### config.mk
export PLATFORM = sky130hd
export DESIGN_NAME = nco_phase_gen
export DESIGN_NICKNAME = d
export VERILOG_FILES = /design/src/rtl/nco_phase_gen.sv
export SDC_FILE = /design/constraint.sdc
export NUM_CORES = 1
export LEC_CHECK = 0
export CAP_MARGIN = 10
export CORE_MARGIN = 4
export CORE_UTILIZATION = 42
export CTS_CLUSTER_SIZE = 30
export DETAILED_ROUTE_END_ITERATION = 12
export GPL_TIMING_DRIVEN = 0
export PLACE_DENSITY = 0.71
export REMOVE_ABC_BUFFERS = 1
export SLEW_MARGIN = 10
export SYNTH_ARGS = -nofsm -noshare
export SYNTH_HDL_FRONTEND = slang
export SYNTH_SLANG_ARGS = --single-unit
### constraint.sdc
create_clock -name clk -period 2.3 [get_ports clk]
set_input_delay 0.46 -clock clk [delete_from_list [all_inputs] [get_ports clk]]
set_output_delay 0.46 -clock clk [all_outputs]
set_load 0.01 [all_outputs]
### src/rtl/nco_phase_gen.sv
// Numerically controlled oscillator phase generator: accumulator, offset/dither
// stage and sin/cos ROM address stage, with valid/wrap flags pipelined alongside.
module nco_phase_gen #(
  parameter int PHASE_W   = 32,
  parameter int ADDR_W    = 12,
  parameter int DITHER_EN = 1
) (
  input  logic               clk,
  input  logic               rst,
  input  logic               en,
  input  logic [PHASE_W-1:0] freq_word,
  input  logic               freq_wr,
  input  logic [PHASE_W-1:0] phase_off,
  input  logic               phase_wr,
  input  logic               sync_clr,
  output logic [ADDR_W-1:0]  sin_addr,
  output logic [ADDR_W-1:0]  cos_addr,
  output logic               addr_valid,
  output logic               data_valid,
  output logic               wrap
);

  localparam int DITH_W = PHASE_W - ADDR_W;
  localparam logic [15:0] LFSR_SEED = 16'hACE1;
  localparam logic [ADDR_W-1:0] QUARTER = {2'b01, {(ADDR_W-2){1'b0}}};

  logic [PHASE_W-1:0] freq_reg;
  logic [PHASE_W-1:0] off_reg;
  logic [PHASE_W-1:0] acc;
  logic               acc_carry;
  logic [15:0]        lfsr;
  logic               lfsr_fb;
  logic [PHASE_W:0]   acc_sum;
  logic [PHASE_W-1:0] dither;

  logic [PHASE_W-1:0] s1_phase;
  logic               s1_valid;
  logic               s1_wrap;
  logic [PHASE_W-1:0] s2_phase;
  logic               s2_valid;
  logic               s2_wrap;
  logic [ADDR_W-1:0]  s3_sin;

  // Valid semantics: a *_valid bit qualifies its stage's phase/address in the
  // same cycle; there is no backpressure, so a valid sample always advances.
  assign lfsr_fb = lfsr[15] ^ lfsr[13] ^ lfsr[12] ^ lfsr[10];
  assign acc_sum = {1'b0, acc} + {1'b0, freq_reg};
  assign s3_sin  = s2_phase[PHASE_W-1 -: ADDR_W];

  always_comb begin
    dither = '0;
    if (DITHER_EN != 0) dither[DITH_W-1:0] = lfsr[DITH_W-1:0];
  end

  always_ff @(posedge clk or posedge rst) begin
    if (rst) begin
      freq_reg   <= '0;
      off_reg    <= '0;
      acc        <= '0;
      acc_carry  <= 1'b0;
      lfsr       <= LFSR_SEED;
      s1_phase   <= '0;
      s1_valid   <= 1'b0;
      s1_wrap    <= 1'b0;
      s2_phase   <= '0;
      s2_valid   <= 1'b0;
      s2_wrap    <= 1'b0;
      sin_addr   <= '0;
      cos_addr   <= '0;
      addr_valid <= 1'b0;
      data_valid <= 1'b0;
      wrap       <= 1'b0;
    end else begin
      if (freq_wr)  freq_reg <= freq_word;
      if (phase_wr) off_reg  <= phase_off;

      // acc_carry remembers that the current acc value was reached by an
      // overflow, so wrap travels with the first sample past the wrap point.
      if (sync_clr) begin
        acc       <= '0;
        acc_carry <= 1'b0;
        lfsr      <= LFSR_SEED;
      end else if (en) begin
        acc       <= acc_sum[PHASE_W-1:0];
        acc_carry <= acc_sum[PHASE_W];
        lfsr      <= {lfsr[14:0], lfsr_fb};
      end

      s1_valid <= en & ~sync_clr;
      if (en && !sync_clr) begin
        s1_phase <= acc;
        s1_wrap  <= acc_carry;
      end

      s2_valid <= s1_valid;
      s2_wrap  <= s1_valid & s1_wrap;
      if (s1_valid) s2_phase <= s1_phase + off_reg + dither;

      addr_valid <= s2_valid;
      wrap       <= s2_valid & s2_wrap;
      if (s2_valid) begin
        sin_addr <= s3_sin;
        cos_addr <= s3_sin + QUARTER;
      end

      data_valid <= addr_valid;
    end
  end

endmodule

==> impl_metrics.tcl <==
set metrics [dict create \
    outcome "complete, but fails checks" \
    violations "negative setup slack" \
    min_from "s1_valid$_DFF_PP0_" \
    dp.cells 609 \
    cp-start-kind "flop" \
    p_leak_nw 2.56 \
    synth_top_area_share_pct 39.9 \
    hpwl_um 6580 \
    dieArea_um2 12600 \
    h-tree-depth 3 \
    vias_per_cell 5.40 \
    crit_start "freq_reg[0]$_DFFE_PP0P_" \
    clock_sinks 73 \
    grt_pass1_vias 3505 \
    worst_slew_pin_slew_ns 0.799 \
    ir_worst_vdd_mv 0.315 \
    drv_cap 0 \
    clk_latency_ns 0.36 \
    syn_inst 451 \
    slew_violations 0 \
    synth_ff_type "dfrtp_1" \
    ys_types 63 \
    syn_to_final_growth_pct 22.0 \
    start_util_pct 43.7 \
    crit_type "flop to flop" \
    rows 37 \
    async_flop_share_pct 100 \
    fp.coreArea_um2 10500 \
    grt_max_degree 52 \
    synth.avg_cell_area_um2 10.1 \
    fmax_mhz 387 \
    finalSetupViolations 15 \
    portBuffers 40 \
    cp_data_required_time_ns 2.55 \
    layout.nets 601 \
    clk_pin_slew_worst_paths_ns 0.08 \
    cp_max_fo 3 \
    track_usage_pct 15.8 \
    grt_setup_unrepaired "true" \
    end_kind "flop" \
    min_path_type "flop to flop" \
    final_common_cell "dfrtp_1" \
    pre_cts_slack_ns -0.541 \
    slew_headroom_pct 46.7 \
    gr-total-overflow 0 \
    grt_pass1_wl_um 16500 \
    vias 3452 \
    arrival_ns 2.83 \
    synth_area_leaders "dfrtp_1 40%, ha_1 8.8%, mux2_2 7.9%" \
    io_pins 97 \
    fill_cells 936 \
    ys_seq_area_share_pct 39.9 \
    antenna_found_initial 0 \
    dieHeight_um 112 \
    finalNonFillerCells 639 \
    antenna_cells 0 \
    worst_clock_skew_ns 0.00945 \
    dr.pass1.iters 6 \
    cts_made_buffers 9 \
    drtAntennaViolNets 0 \
    synth-edff-count 0 \
    drive_gt1_share_pct 21.9 \
    wl_per_cell_um 15.3 \
    final_cell_mix "73 x dfrtp_1, 37 x clkdlybuf4s50_1, 32 x mux2_2" \
    syn_area_um2 4570 \
    cts_tree "built" \
    fin_ws_ns -0.282 \
    cts-root-buf "clkbuf_8" \
    fin_crit_ns 2.58 \
    gp_congestion 0.899 \
    synth_warnings 0 \
    drtIter0Drc 119 \
    clk_path_buf_depth 2 \
    drc 0 \
    p_total_mw 4.69 \
    routed_wl_um 9790 \
    ys_ff_latch 73 \
    die_w_um 112 \
    p_per_area_nw_per_um2 840 \
    period_share_pct 112 \
    fin_hold_ws_ns 0.378 \
    synth_top_area_cell "dfrtp_1" \
    crit-reg2reg-launch "freq_reg[0]$_DFFE_PP0P_" \
    hold_violations 0 \
]
[per-stage QoR]
step / setup TNS [ns] / utilization, % / instance area [um^2]
6_report: -2.44 / 53.4 / 5580
5_1_grt: -4.68 / 53.4 / 5580
4_1_cts: -2.37 / 52.5 / 5490
3_5_place_dp: -4.76 / 48.0 / 5020
3_3_place_gp: -118.98 / 47.6 / 4980
2_1_floorplan: -2.18 / - / 4410
[cells by family (layout without fill, tap and decap cells)]
group           count (synthesis)  after routing  synth area share, %
buf+inv                        53             83                 6.32
fa+ha+maj                      33             33                 9.19
flops                          73             73                 39.9
simple gates                  111            111                 12.3
mux                            48             48                 11.4
other cells                     1             23               0.0820
xor+xnor                       21             21                 4.02
compound gates                111            111                 16.8
[worst max-delay path, stage by stage (launching register included)]
cell	delay [ns]
dfrtp_1	0.36
ha_2	0.19
inv_2	0.04
fa_2	0.36
nor2b_4	0.14
o21ai_2	0.07
a21o_1	0.18
a211o_1	0.31
a21o_1	0.22
a211oi_2	0.28
nor2_1	0.06
a32o_2	0.26
[cell type report]
cell class,instances,area [um^2],area share (%)
multi-input cells,347,2730,48.8
flip-flops and latches,73,1830,32.7
repair buffers,56,549,9.84
well taps,136,170,3.05
clock inverters,7,143,2.55
clock buffers,9,124,2.22
inverters,11,43.8,0.784
[synth_stat cells, types with 6 or more instances]
library cell	n
mux2i_1	16
mux2_2	32
nand3b_1	6
xnor2_1	14
nor2_1	31
nand4_1	9
xor2_1	7
o21ai_0	15
buf_4	23
ha_1	32
a21oi_1	35
clkbuf_1	14
a21o_1	18
nor2b_1	7
inv_1	11
nand2b_1	8
nand3_1	7
nand2_1	22
nor3_1	8
dfrtp_1	73
[power breakdown]
| group | switching, mW | internal, mW | leakage, nW |
|---|---|---|---|
| Clock | 0.493 | 0.831 | 0.133 |
| Combinational | 0.955 | 0.831 | 1.51 |
| Sequential | 0.120 | 1.46 | 0.913 |
| Total | 1.57 | 3.12 | 2.56 |
[worst paths after layout]
kind	end	slack, ns	cells past startpoint
setup / recovery	acc[30]$_DFFE_PP0P_	-0.28	11
max in group asynchronous	freq_reg[0]$_DFFE_PP0P_	1.33	3
hold reg to reg	s2_valid$_DFF_PP0_	0.38	0
hold / removal	s2_valid$_DFF_PP0_	0.38	0
setup reg to reg	acc[30]$_DFFE_PP0P_	-0.28	11
min in group asynchronous	addr_valid$_DFF_PP0_	0.42	2
[timing repair]
action,in CTS,in global routing
setup buffers,10,4
endpoints found under the setup margin,18,21
pin swaps,27,12
gates resized for setup,29,14
hold buffers,0,0
[routing by layer]
metal | up-vias | GRT usage, % | wire [um]
met5 | - | 0 | 0
met4 | 0 | 3.85 | 118
met3 | 11 | 4.10 | 403
met2 | 76 | 25.7 | 4750
met1 | 1688 | 21.1 | 4520
li1 | 1677 | - | -
No activity file was read; power rests on OpenSTA's default activity.
